--- src/rtl/neural_decompressor_if.sv ---
// AXI-Stream style handshake bundle used on both sides of neural_decompressor.
// USER_WIDTH is 2 on the compressed input side (packet type) and 1 on the sample side (spike flag).
interface neural_decompressor_if #(
  parameter int unsigned DATA_WIDTH = 16,
  parameter int unsigned USER_WIDTH = 1
);
  logic [DATA_WIDTH-1:0] tdata;
  logic [USER_WIDTH-1:0] tuser;
  logic                  tvalid;
  logic                  tready;
  logic                  tlast;

  modport master (
    output tdata,
    output tuser,
    output tvalid,
    output tlast,
    input  tready
  );

  modport slave (
    input  tdata,
    input  tuser,
    input  tvalid,
    input  tlast,
    output tready
  );
endinterface

--- src/rtl/neural_decompressor.sv ---
// Decoder for the compressed neural stream (RAW/DELTA/RUN/SPIKE) into one sample per cycle.
// Define NEURAL_DECOMP_SATURATE_EN for signed saturating DELTA addition; default wraps.
module neural_decompressor #(
  parameter int unsigned DATA_WIDTH = 16,
  parameter int unsigned RUN_WIDTH  = 16,
  parameter int unsigned CNT_WIDTH  = 32
) (
  input  logic                 clk,
  input  logic                 rst_n,
  neural_decompressor_if.slave  s_axis,
  neural_decompressor_if.master m_axis,
  input  logic                 cfg_enable,
  input  logic                 err_clear,
  output logic                 err_no_ref,
  output logic [CNT_WIDTH-1:0] sample_count,
  output logic [15:0]          spike_count
);

  localparam logic [1:0] PKT_RAW   = 2'b00;
  localparam logic [1:0] PKT_DELTA = 2'b01;
  localparam logic [1:0] PKT_RUN   = 2'b10;
  localparam logic [1:0] PKT_SPIKE = 2'b11;

  localparam logic [0:0] ST_DECODE   = 1'b0;
  localparam logic [0:0] ST_EMIT_RUN = 1'b1;

  localparam logic [RUN_WIDTH-1:0] RUN_ONE = RUN_WIDTH'(1);

  logic [0:0]            state;
  logic [DATA_WIDTH-1:0] ref_q;
  logic                  has_ref;
  logic [RUN_WIDTH-1:0]  run_remaining;
  logic                  run_last;

  logic                  out_valid;
  logic [DATA_WIDTH-1:0] out_data;
  logic                  out_user;
  logic                  out_last;

  logic                  slot_free;
  logic                  accept;
  logic                  out_fire;
  logic [RUN_WIDTH-1:0]  run_len;
  logic [DATA_WIDTH-1:0] delta_sum;

  logic                  emit;
  logic [DATA_WIDTH-1:0] emit_data;
  logic                  emit_user;
  logic                  emit_last;
  logic                  ref_load;
  logic [DATA_WIDTH-1:0] ref_next;
  logic                  run_start;
  logic                  err_set;
  logic                  spike_inc;

  assign slot_free = !out_valid || m_axis.tready;
  assign s_axis.tready = cfg_enable && (state == ST_DECODE) && slot_free;
  assign accept    = s_axis.tvalid && s_axis.tready;
  assign out_fire  = out_valid && m_axis.tready;
  assign run_len   = s_axis.tdata[RUN_WIDTH-1:0];

  assign m_axis.tvalid = out_valid;
  assign m_axis.tdata  = out_data;
  assign m_axis.tuser  = out_user;
  assign m_axis.tlast  = out_last;

`ifdef NEURAL_DECOMP_SATURATE_EN
  logic [DATA_WIDTH:0] wide_sum;

  // One extra sign bit exposes overflow as a mismatch between the top two bits.
  always_comb begin
    wide_sum  = {ref_q[DATA_WIDTH-1], ref_q} + {s_axis.tdata[DATA_WIDTH-1], s_axis.tdata};
    delta_sum = wide_sum[DATA_WIDTH-1:0];
    if (wide_sum[DATA_WIDTH] != wide_sum[DATA_WIDTH-1]) begin
      delta_sum = wide_sum[DATA_WIDTH] ? {1'b1, {(DATA_WIDTH-1){1'b0}}}
                                       : {1'b0, {(DATA_WIDTH-1){1'b1}}};
    end
  end
`else
  assign delta_sum = ref_q + s_axis.tdata;
`endif

  always_comb begin
    emit      = 1'b0;
    emit_data = '0;
    emit_user = 1'b0;
    emit_last = 1'b0;
    ref_load  = 1'b0;
    ref_next  = ref_q;
    run_start = 1'b0;
    err_set   = 1'b0;
    spike_inc = 1'b0;

    if (state == ST_EMIT_RUN) begin
      if (slot_free) begin
        emit      = 1'b1;
        emit_data = ref_q;
        emit_last = (run_remaining == RUN_ONE) ? run_last : 1'b0;
      end
    end else if (accept) begin
      case (s_axis.tuser)
        PKT_RAW, PKT_SPIKE: begin
          emit      = 1'b1;
          emit_data = s_axis.tdata;
          emit_user = (s_axis.tuser == PKT_SPIKE);
          emit_last = s_axis.tlast;
          ref_load  = 1'b1;
          ref_next  = s_axis.tdata;
          spike_inc = (s_axis.tuser == PKT_SPIKE);
        end
        PKT_DELTA: begin
          if (has_ref) begin
            emit      = 1'b1;
            emit_data = delta_sum;
            emit_last = s_axis.tlast;
            ref_load  = 1'b1;
            ref_next  = delta_sum;
          end else begin
            err_set = 1'b1;
          end
        end
        default: begin
          if (!has_ref || (run_len == '0)) begin
            err_set = 1'b1;
          end else begin
            emit      = 1'b1;
            emit_data = ref_q;
            run_start = (run_len > RUN_ONE);
            // Multi-sample runs defer tlast to the final repeat.
            emit_last = (run_len > RUN_ONE) ? 1'b0 : s_axis.tlast;
          end
        end
      endcase
    end
  end

  always_ff @(posedge clk) begin
    if (!rst_n) begin
      out_valid <= 1'b0;
      out_data  <= '0;
      out_user  <= 1'b0;
      out_last  <= 1'b0;
    end else if (emit) begin
      out_valid <= 1'b1;
      out_data  <= emit_data;
      out_user  <= emit_user;
      out_last  <= emit_last;
    end else if (slot_free) begin
      out_valid <= 1'b0;
    end
  end

  always_ff @(posedge clk) begin
    if (!rst_n) begin
      ref_q   <= '0;
      has_ref <= 1'b0;
    end else if (ref_load) begin
      ref_q   <= ref_next;
      has_ref <= 1'b1;
    end
  end

  always_ff @(posedge clk) begin
    if (!rst_n) begin
      state         <= ST_DECODE;
      run_remaining <= '0;
      run_last      <= 1'b0;
    end else if (run_start) begin
      state         <= ST_EMIT_RUN;
      run_remaining <= run_len - RUN_ONE;
      run_last      <= s_axis.tlast;
    end else if ((state == ST_EMIT_RUN) && slot_free) begin
      run_remaining <= run_remaining - RUN_ONE;
      if (run_remaining == RUN_ONE) begin
        state <= ST_DECODE;
      end
    end
  end

  always_ff @(posedge clk) begin
    if (!rst_n) begin
      err_no_ref   <= 1'b0;
      sample_count <= '0;
      spike_count  <= '0;
    end else begin
      if (err_set) begin
        err_no_ref <= 1'b1;
      end else if (err_clear) begin
        err_no_ref <= 1'b0;
      end
      if (out_fire) begin
        sample_count <= sample_count + CNT_WIDTH'(1);
      end
      if (spike_inc) begin
        spike_count <= spike_count + 16'd1;
      end
    end
  end

endmodule

--- src/flat_wrapper.sv ---
// flat-port wrapper written by rule: the top's interface ports become plain ports
module neural_decompressor_flat 
#(
  parameter int unsigned DATA_WIDTH = 16,
  parameter int unsigned RUN_WIDTH  = 16,
  parameter int unsigned CNT_WIDTH  = 32
)
  (clk, rst_n, cfg_enable, err_clear, err_no_ref, sample_count, spike_count, s_axis_tdata, s_axis_tuser, s_axis_tvalid, s_axis_tlast, s_axis_tready, m_axis_tdata, m_axis_tuser, m_axis_tvalid, m_axis_tlast, m_axis_tready);
  neural_decompressor_if #(.DATA_WIDTH(DATA_WIDTH), .USER_WIDTH(2)) s_axis_i ();
  neural_decompressor_if #(.DATA_WIDTH(DATA_WIDTH), .USER_WIDTH(1)) m_axis_i ();
  input  logic clk;
  input  logic rst_n;
  input  logic cfg_enable;
  input  logic err_clear;
  output logic err_no_ref;
  output logic [CNT_WIDTH-1:0] sample_count;
  output logic [15:0] spike_count;
  input wire logic [$bits(s_axis_i.tdata)-1:0] s_axis_tdata;
  input wire logic [$bits(s_axis_i.tuser)-1:0] s_axis_tuser;
  input wire logic [$bits(s_axis_i.tvalid)-1:0] s_axis_tvalid;
  input wire logic [$bits(s_axis_i.tlast)-1:0] s_axis_tlast;
  output wire logic [$bits(s_axis_i.tready)-1:0] s_axis_tready;
  output wire logic [$bits(m_axis_i.tdata)-1:0] m_axis_tdata;
  output wire logic [$bits(m_axis_i.tuser)-1:0] m_axis_tuser;
  output wire logic [$bits(m_axis_i.tvalid)-1:0] m_axis_tvalid;
  output wire logic [$bits(m_axis_i.tlast)-1:0] m_axis_tlast;
  input wire logic [$bits(m_axis_i.tready)-1:0] m_axis_tready;
  assign s_axis_i.tdata = s_axis_tdata;
  assign s_axis_i.tuser = s_axis_tuser;
  assign s_axis_i.tvalid = s_axis_tvalid;
  assign s_axis_i.tlast = s_axis_tlast;
  assign s_axis_tready = s_axis_i.tready;
  assign m_axis_tdata = m_axis_i.tdata;
  assign m_axis_tuser = m_axis_i.tuser;
  assign m_axis_tvalid = m_axis_i.tvalid;
  assign m_axis_tlast = m_axis_i.tlast;
  assign m_axis_i.tready = m_axis_tready;
  neural_decompressor #(.DATA_WIDTH(DATA_WIDTH), .RUN_WIDTH(RUN_WIDTH), .CNT_WIDTH(CNT_WIDTH)) u_core (.clk(clk), .rst_n(rst_n), .s_axis(s_axis_i), .m_axis(m_axis_i), .cfg_enable(cfg_enable), .err_clear(err_clear), .err_no_ref(err_no_ref), .sample_count(sample_count), .spike_count(spike_count));
endmodule
--- config.mk ---
export PLATFORM = sky130hd
export DESIGN_NAME = neural_decompressor_flat
export DESIGN_NICKNAME = d
export VERILOG_FILES = /design/src/rtl/neural_decompressor_if.sv /design/src/rtl/neural_decompressor.sv /design/src/flat_wrapper.sv
export SDC_FILE = /design/constraint.sdc
export NUM_CORES = 1
export LEC_CHECK = 0
export ABC_AREA = 1
export CELL_PAD_IN_SITES_DETAIL_PLACEMENT = 0
export CELL_PAD_IN_SITES_GLOBAL_PLACEMENT = 2
export CORE_MARGIN = 3
export CORE_UTILIZATION = 30
export CTS_BUF_LIST = sky130_fd_sc_hd__clkbuf_16
export CTS_CLUSTER_SIZE = 12
export DETAILED_ROUTE_END_ITERATION = 12
export PLACE_DENSITY_LB_ADDON = 0.3
export SLEW_MARGIN = 20
export SYNTH_ARGS = -nofsm -noshare
export SYNTH_HDL_FRONTEND = slang
export SYNTH_SLANG_ARGS = --single-unit
--- constraint.sdc ---
create_clock -name clk -period 3.4 [get_ports clk]
set_input_delay 0.85 -clock clk [delete_from_list [all_inputs] [get_ports clk]]
set_output_delay 0.85 -clock clk [all_outputs]
set_load 0.005 [all_outputs]
# Yosys cells after proc, flatten, opt, wreduce, memory -nomap -nowiden
# Index checks and enable logic that the tools add are counted.
# op_classes
mux	46
n_shift	0
add_sub_neg	5
n_div	0
n_mul	0
n_bitwise	1
reduce_logical	20
eq_ne	4
order_cmp	1
# ops
operator	n
$mux 16	8
$pmux 16 s2	2
$add 32x1->32 const B	1
$mux 1	32
$sub 16x1->16 const B	2
$add 16x1->16 const B	1
$add 16x16->16	1
$eq 16x1->1 const B	1
$gt 16x1->1 const B	1
$logic_not 16->1	1
$reduce_bool 2->1	5
$pmux 1 s2	4
$logic_and 1x1->1	5
$reduce_and 5->1	1
$reduce_or 3->1	1
$eq 2x1->1 const B	1
$eq 2x2->1 const B	1
$logic_not 1->1	2
$logic_not 2->1	1
$logic_or 1x1->1	2
$ne 2x1->1 const B	1
$reduce_and 2->1	1
$reduce_or 2->1	1
$not 1->1	1
# totals
ram_bits	0
latch_bits	0
inputBits	25
ff_bits	103
n_memories	0
mem_bits_ro	0

# Logic depth before layout (Yosys ltp)
# Gate-level depths: netlist (run 1).
# depth
ltp_word	8
mapped_depth	14
depth_no_buf	14

# Worst setup path after synthesis (run 1)
# OpenSTA, ideal clock, no wires.
# synth_path
kind	input to register
start	input s_axis_tdata[0]
end	register u_core.out_data[6], in the netlist u_core.m_axis.tdata[6]
setup_ns	0.135
required_time_ns	3.265
path_buffers	0
stages	11
t_arrival_ns	2.188
setup_slack_ns	1.077
path_cell_list	ha_1 > fa_1 > nand2_1 > nand2_1 > nand3_1 > nand2_1 > or2_2 > nand3_1 > nand2_1 > nand2_1 > a21oi_1
# synth_via
elab_chain_len	6
elab_cells_between_ends	12
classes_between	1 x add/sub; 9 x mux; 2 x reduce/logical
# synth_lines
element	line_no	text
start, declared	flat_wrapper.sv:18	input wire logic [$bits(s_axis_i.tdata)-1:0] s_axis_tdata;
parallel branches: the longest is 6 deep, another holds $add 16x16->16	-	
end signal, assigned	neural_decompressor.sv:145	out_data <= emit_data;
end, declared	neural_decompressor.sv:36	logic [DATA_WIDTH-1:0] out_data;
# Parallel ways; which one is timed is not known.
# A chain may end at the register's enable or synchronous reset.

# Worst setup path in the final report (run 1)
# layout_path
start	input m_axis_tready
end	output s_axis_tready
# layout_via
elab_chain_len	2
# layout_lines
element	line_no	text
start, declared	flat_wrapper.sv:27	input wire logic [$bits(m_axis_i.tready)-1:0] m_axis_tready;
$logic_or 1x1->1	neural_decompressor.sv:56	assign slot_free = !out_valid || m_axis.tready;
$logic_and 1x1->1	neural_decompressor.sv:57	assign s_axis.tready = cfg_enable && (state == ST_DECODE) && slot_free;
end, declared	flat_wrapper.sv:22	output wire logic [$bits(s_axis_i.tready)-1:0] s_axis_tready;
# No other way between the ends.

==> results of run 1 <==
worst paths after layout:
kind                                       start                             endpoint  slack, ns  depth (start not counted)
setup / recovery                   m_axis_tready                        s_axis_tready       0.45                          6
hold / removal    u_core.err_no_ref$_SDFFE_PN0P_       u_core.err_no_ref$_SDFFE_PN0P_       0.47                          2
setup reg to reg    u_core.ref_q[0]$_SDFFE_PN0P_  u_core.m_axis.tdata[6]$_SDFFE_PN0P_       1.41                         11
hold reg to reg   u_core.err_no_ref$_SDFFE_PN0P_       u_core.err_no_ref$_SDFFE_PN0P_       0.47                          2
cells in the final DEF (no fill, tap or decap), types with 4 or more instances in the layout:
cell             instances
nor3_1                  25
xor2_1                  28
or2_2                    4
inv_1                  117
nand3_2                 11
inv_2                    8
a21oi_1                 98
a21oi_2                  7
dfxtp_1                103
a31oi_1                  6
nor2_4                   5
o21ai_0                 48
nand2_1                281
clkbuf_16                9
nor2_1                 123
nand3b_1                 5
nor2_2                   9
xnor2_1                 17
nand2_2                  9
buf_4                   22
ha_1                    27
nand3_1                 70
clkdlybuf4s50_1         92
nand4_1                 17
o21ai_1                 14
per-layer routing:
metal | global-route usage, % | vias up
li1 | - | 3787
met1 | 25.9 | 3277
met2 | 31.3 | 86
met3 | 2.92 | 13
met4 | 3.25 | 0
met5 | 0 | -
cells in the mapped netlist (2+ instances only):
master,instances
nand2_1,281
nor2_1,123
inv_1,118
dfxtp_1,103
a21oi_1,98
nand3_1,70
o21ai_0,48
xor2_1,28
ha_1,27
nor3_1,25
nand4_1,17
xnor2_1,17
clkbuf_1,15
o21ai_1,14
nand3_2,11
nand2_2,9
nor2_2,9
a21oi_2,7
inv_2,7
a31oi_1,6
buf_2,6
buf_6,5
nand3b_1,5
nor2_4,5
buf_1,4
or2_2,4
and2_1,3
nor3b_1,3
o211ai_1,3
o21a_1,3
o21ai_2,3
a211oi_1,2
clkinv_1,2
nand2_4,2
nand4_2,2
nand4_4,2
nor2_8,2
nor3_2,2
o2111ai_1,2
or2_0,2
metrics by stage:
step	utilization, %	setup WS (ns)
6_report	37.6	0.447
5_1_grt	37.6	0.323
4_1_cts	37.6	0.441
3_5_place_dp	36.3	0.223
3_3_place_gp	36.3	0.275
2_1_floorplan	-	1.08
tightest hold or removal path: stages, from the launching register on:
cell and delay (ns):
dfxtp_1 0.31, nand2_1 0.06, a21oi_1 0.05
final cells by class:
| cell class | count | area, µm² | share of cell area [%] |
|---|---|---|---|
| sequential | 103 | 2060 | 23.3 |
| tap | 319 | 399 | 4.51 |
| clock buffer | 9 | 225 | 2.55 |
| multi-input combinational | 844 | 4470 | 50.6 |
| clock inverter | 7 | 81.3 | 0.920 |
| inverter | 129 | 492 | 5.56 |
| timing repair buffer | 116 | 1110 | 12.6 |
logic make-up after synthesis:
kind of cell | Yosys count | synth area share [%]
xor+xnor | 45 | 5.47
compound gates | 189 | 14.3
flops | 103 | 28.6
fa+ha+maj | 28 | 4.97
simple gates | 582 | 37.4
buf+inv | 161 | 9.32
registers in the layout, summed over array words and instances, names as in the netlist, 16 cells and up:
register / count
u_core.m_axis.tdata: 16
u_core.ref_q: 16
u_core.run_remaining: 16
u_core.sample_count: 32
u_core.spike_count: 16
where the power goes:
part           switching, W  leakage [nW]  internal, W
logic              0.000293          2.64     0.000179
registers         0.0000295         0.833      0.00123
clock network      0.000545         0.147     0.000584
total              0.000867          3.62      0.00199
==> flow_metrics.env, run 1 <==
export IMPL_syn_to_final_growth_pct=22.7
export IMPL_synth_ff_type="dfxtp_1"
export IMPL_maxCapViolCount=0
export IMPL_rsz0062_at_grt="no"
export IMPL_postSynthAreaPerCell_um2=6.50
export IMPL_power_total_w=0.00286
export IMPL_drc_errors=0
export IMPL_relSlewSlack_pct=59.9
export IMPL_worstPathBufferInverterCount=4
export IMPL_critical_path_class="in -> out"
export IMPL_fin_area_um2=8840
export IMPL_firstDrtPassIters=5
export IMPL_setup_viol_count_final=0
export IMPL_grt_pass1_vias=6930
export IMPL_totalWireLength_um=23900
export IMPL_place_area_um2=8540
export IMPL_synthTopCellsByArea="dfxtp_1 29%, nand2_1 15%, a21oi_1 6.8%"
export IMPL_placed_cells=1511
export IMPL_cts_hold_buf=0
export IMPL_cts_sinks=103
export IMPL_drive_gt1_share_pct=9.02
export IMPL_hold_viol_final=0
export IMPL_leakagePower_nw=3.62
export IMPL_min_period_over_period_pct=86.8
export IMPL_synth_cell_types=53
export IMPL_clk_latency_ns=0.36
export IMPL_initial_core_util_pct=30.6
export IMPL_clock_path_buffers=2
export IMPL_synth_top_area_share_pct=28.6
export IMPL_slew_violations=0
export IMPL_core_um2=23500
export IMPL_hold_ws_ns=0.465
export IMPL_die_w_um=161
export IMPL_start_kind="primary input"
export IMPL_rows=56
export IMPL_yosys_warnings=0
export IMPL_grt_max_degree=48
export IMPL_wl_per_cell_um=15.7
export IMPL_track_usage_pct=18.7
export IMPL_syn_inst=1108
export IMPL_wl_met1_um=12000
export IMPL_stdcell_count=1527
export IMPL_synth_area_um2=7210
export IMPL_status="completed"
export IMPL_vdd_ir_drop_worst_mv=0.201
export IMPL_tightest_slew_ns=0.601
export IMPL_via_count=7163
export IMPL_post_cts_setup_buffers=0
export IMPL_period_minus_slack_ns=2.95
export IMPL_fin_skew_ns=0.00986
export IMPL_fp_dieH_um=161
export IMPL_power_density_nw_per_um2=324
export IMPL_fillerInstances=2627
export IMPL_wl_met2_um=11100
export IMPL_ys_ff_latch=103
export IMPL_wl_met3_um=706
export IMPL_cts_root_buf="clkbuf_16"
export IMPL_path_clk_slew_ns=0.08
export IMPL_max_freq_mhz=339
export IMPL_ant_nets=0
export IMPL_grt_pass1_wl_um=38800
export IMPL_gr_total_overflow=0
export IMPL_critPathSlowestCell="clkdlybuf4s50_1"
export IMPL_async_flop_share_pct=0
export IMPL_tns_ns=0
export IMPL_gp_congestion=0.828
export IMPL_path_cells="clkdlybuf4s50_1, inv_1, nand2_2, nand3_1, inv_1, clkdlybuf4s50_1"
export IMPL_min_path_type="reg -> reg"
export IMPL_max_stage_delay_ns=0.49
export IMPL_maxUsedRoutingLayer="met4"
export IMPL_synth_edff_count=0
export IMPL_yosysSeqAreaShare_pct=28.6
export IMPL_antenna_found_initial=0
export IMPL_drtIter0Drc=408
export IMPL_critPathMaxFanout=3
export IMPL_hpwl_um=18200
export IMPL_htree_levels=3
export IMPL_io_buffers=93
export IMPL_cts_tree="yes"
export IMPL_die_area_um2=25900
export IMPL_viasPerCell=4.69
export IMPL_syn_nets=1161
export IMPL_cp_required_ns=2.55
export IMPL_io_pins=94
export IMPL_antenna_cells=0
export IMPL_yosys_area_top_type="dfxtp_1"
export IMPL_final_nets=1256
export IMPL_cts_made_buffers=9
export IMPL_cts_resized=0
export IMPL_end_kind="output pin"
export IMPL_crit_family="buffers and inverters"
export IMPL_crit_arrival_ns=2.10
No activity file was read; power rests on OpenSTA's default activity.
==> run 2, diff against run 1 <==
--- a/config.mk
+++ b/config.mk
@@ -10,7 +10,6 @@
 export CELL_PAD_IN_SITES_GLOBAL_PLACEMENT = 2
 export CORE_MARGIN = 3
 export CORE_UTILIZATION = 30
-export CTS_BUF_LIST = sky130_fd_sc_hd__clkbuf_16
 export CTS_CLUSTER_SIZE = 12
 export DETAILED_ROUTE_END_ITERATION = 12
 export PLACE_DENSITY_LB_ADDON = 0.3
==> run 2 against run 1 <==
  * Sequential share of layout area hardly changed
  * Count of clock-buffer cells in the layout is 1 higher
  * Maximum frequency stayed put
  * Combinational power hardly changed
  * Register-to-register slack hardly changed
  * Final cell count stayed put
  * Worst hold slack stayed put
  * Design area is 0.11% higher
  * Flip-flop and latch count stayed put
==> flow_metrics.env, run 2 (synthesis gave the netlist of run 1 again) <==
export IMPL_relSlewSlack_pct=59.9
export IMPL_top_register="u_core.sample_count"
export IMPL_rr_worst_depth=11
export IMPL_period_minus_slack_ns=2.95
export IMPL_critical_path_class="in -> out"
export IMPL_hpwl_um=18200
export IMPL_seq_area_um2=2060
export IMPL_viasPerCell=4.69
export IMPL_die_w_um=161
export IMPL_drc_errors=0
export IMPL_cts_hold_buf=0
export IMPL_grt_pass1_vias=6930
export IMPL_largest_reg_flops=32
export IMPL_p_comb_share_pct=16.4
export IMPL_critPathMaxFanout=3
export IMPL_cts_root_buf="clkbuf_16"
export IMPL_firstDrtPassIters=5
export IMPL_swShare_pct=30.1
export IMPL_htree_levels=3
export IMPL_antenna_found_initial=0
export IMPL_hp_start="u_core.err_no_ref$_SDFFE_PN0P_"
export IMPL_end_kind="output pin"
export IMPL_min_path_cells=2
export IMPL_clock_path_buffers=2
export IMPL_p_clk_share_pct=39.9
export IMPL_pwr_share_seq_pct=43.7
export IMPL_multi_input_area_um2=4470
export IMPL_hold_end="u_core.err_no_ref$_SDFFE_PN0P_"
export IMPL_cp_required_ns=2.55
export IMPL_power_density_nw_per_um2=326
export IMPL_maxCapViolCount=0
export IMPL_start_kind="primary input"
export IMPL_cts_sinks=103
export IMPL_hold_viol_final=0
export IMPL_max_stage_delay_ns=0.49
export IMPL_timing_rr_end="u_core.m_axis.tdata[6]$_SDFFE_PN0P_"
export IMPL_path_cells="clkdlybuf4s50_1, inv_1, nand2_2, nand3_1, inv_1, clkdlybuf4s50_1"
export IMPL_rrSetupSlack_ns=1.41
export IMPL_path_clk_slew_ns=0.08
export IMPL_fillerInstances=2626
export IMPL_crit_path_start="m_axis_tready"
export IMPL_p_int_w=0.00202
export IMPL_maxUsedRoutingLayer="met4"
export IMPL_wl_met2_um=11100
export IMPL_final_cell_mix="281 x nand2_1, 123 x nor2_1, 117 x inv_1, 103 x dfxtp_1, 98 x a21oi_1"
export IMPL_cts_resized=0
export IMPL_core_um2=23500
export IMPL_min_path_type="reg -> reg"
export IMPL_timing_rr_start="u_core.ref_q[0]$_SDFFE_PN0P_"
export IMPL_tightest_slew_ns=0.601
export IMPL_totalWireLength_um=23900
export IMPL_grt_max_degree=48
export IMPL_critPathSlowestCell="clkdlybuf4s50_1"
export IMPL_io_pins=94
export IMPL_fp_dieH_um=161
export IMPL_power_total_w=0.00288
export IMPL_ant_nets=0
export IMPL_rows=56
export IMPL_drive_gt1_share_pct=9.11
export IMPL_status="completed"
export IMPL_slew_violations=0
export IMPL_cts_tree="yes"
export IMPL_fin_skew_ns=0.00986
export IMPL_antenna_cells=0
export IMPL_tns_ns=0
export IMPL_vdd_ir_drop_worst_mv=0.201
export IMPL_track_usage_pct=18.7
export IMPL_max_freq_mhz=339
export IMPL_drtIter0Drc=406
export IMPL_gp_congestion=0.828
export IMPL_final_common_cell="nand2_1"
export IMPL_wl_met1_um=12000
export IMPL_post_cts_setup_buffers=0
export IMPL_wl_per_cell_um=15.7
export IMPL_cts_made_buffers=9
export IMPL_wl_met3_um=706
export IMPL_via_count=7163
export IMPL_gr_total_overflow=0
export IMPL_die_area_um2=25900
export IMPL_p_switching_w=0.000868
export IMPL_rsz0062_at_grt="no"
export IMPL_leakagePower_nw=3.62
export IMPL_grt_pass1_wl_um=38800
export IMPL_clk_latency_ns=0.36
export IMPL_crit_arrival_ns=2.10
export IMPL_io_buffers=93
export IMPL_initial_core_util_pct=30.6
export IMPL_min_period_over_period_pct=86.8
export IMPL_syn_to_final_growth_pct=22.8
export IMPL_final_nets=1256
export IMPL_setup_viol_count_final=0
run 2: final cells by class:
| cell class | count | area share [%] |
|---|---|---|
| Clock buffer | 10 | 2.70 |
| Sequential cell | 103 | 23.3 |
| Multi-Input combinational cell | 844 | 50.5 |
| Tap cell | 319 | 4.51 |
| Clock inverter | 6 | 0.876 |
| Timing Repair Buffer | 116 | 12.5 |
| Inverter | 129 | 5.55 |
run 2: worst max path at each step:
| stage | end | slack (ns) |
|---|---|---|
| floorplan | u_core.m_axis.tdata[6]$_SDFFE_PN0P_ | 1.08 |
| global placement | u_core.run_remaining[13]$_SDFFE_PN0P_ | 0.27 |
| detailed placement | u_core.run_remaining[13]$_SDFFE_PN0P_ | 0.22 |
| CTS | s_axis_tready | 0.44 |
| global route | u_core.run_remaining[2]$_SDFFE_PN0P_ | 0.32 |
| finish | s_axis_tready | 0.45 |
run 2: per-stage QoR:
step                      hold slack, ns  cells  util [%]  instance area, µm²  setup slack (ns)
after floorplan                    0.444   1108         -                7210              1.08
after global placement             0.454   1511      36.3                8540             0.275
after detailed placement           0.459   1511      36.3                8540             0.223
after CTS                          0.470   1527      37.6                8850             0.441
after global routing               0.496   1527      37.6                8850             0.323
final                              0.465   1527      37.6                8850             0.447
run 2: routing by layer:
metal	vias up	global-route usage, %
met1	3276	25.9
met5	-	0
met2	86	31.3
met4	0	3.25
li1	3788	-
met3	13	2.92
run 2: power by group through the flow:
stage | sequential (W) | clock, W | combinational, W
global placement | 0.00129 | 0 | 0.000476
detailed placement | 0.00129 | 0 | 0.000473
finish | 0.00126 | 0.00115 | 0.000472
CTS | 0.00126 | 0.00120 | 0.000476
floorplan | 0.00128 | 0 | 0.000293
global route | 0.00126 | 0.00122 | 0.000530
run 2: worst max-delay path, delay by kind of cell:
kind                   cells  cell delay, ns
buffers and inverters      4            1.09
and+or+nand+nor            2            0.16
==> run 3, diff against run 2 <==
--- a/config.mk
+++ b/config.mk
@@ -10,6 +10,7 @@
 export CELL_PAD_IN_SITES_GLOBAL_PLACEMENT = 2
 export CORE_MARGIN = 3
 export CORE_UTILIZATION = 30
+export CTS_BUF_LIST = sky130_fd_sc_hd__clkbuf_8 sky130_fd_sc_hd__clkbuf_16
 export CTS_CLUSTER_SIZE = 12
 export DETAILED_ROUTE_END_ITERATION = 12
 export PLACE_DENSITY_LB_ADDON = 0.3
==> results of run 3 <==
Same layout as run 2: the final DEF is identical, and so are final timing and power.
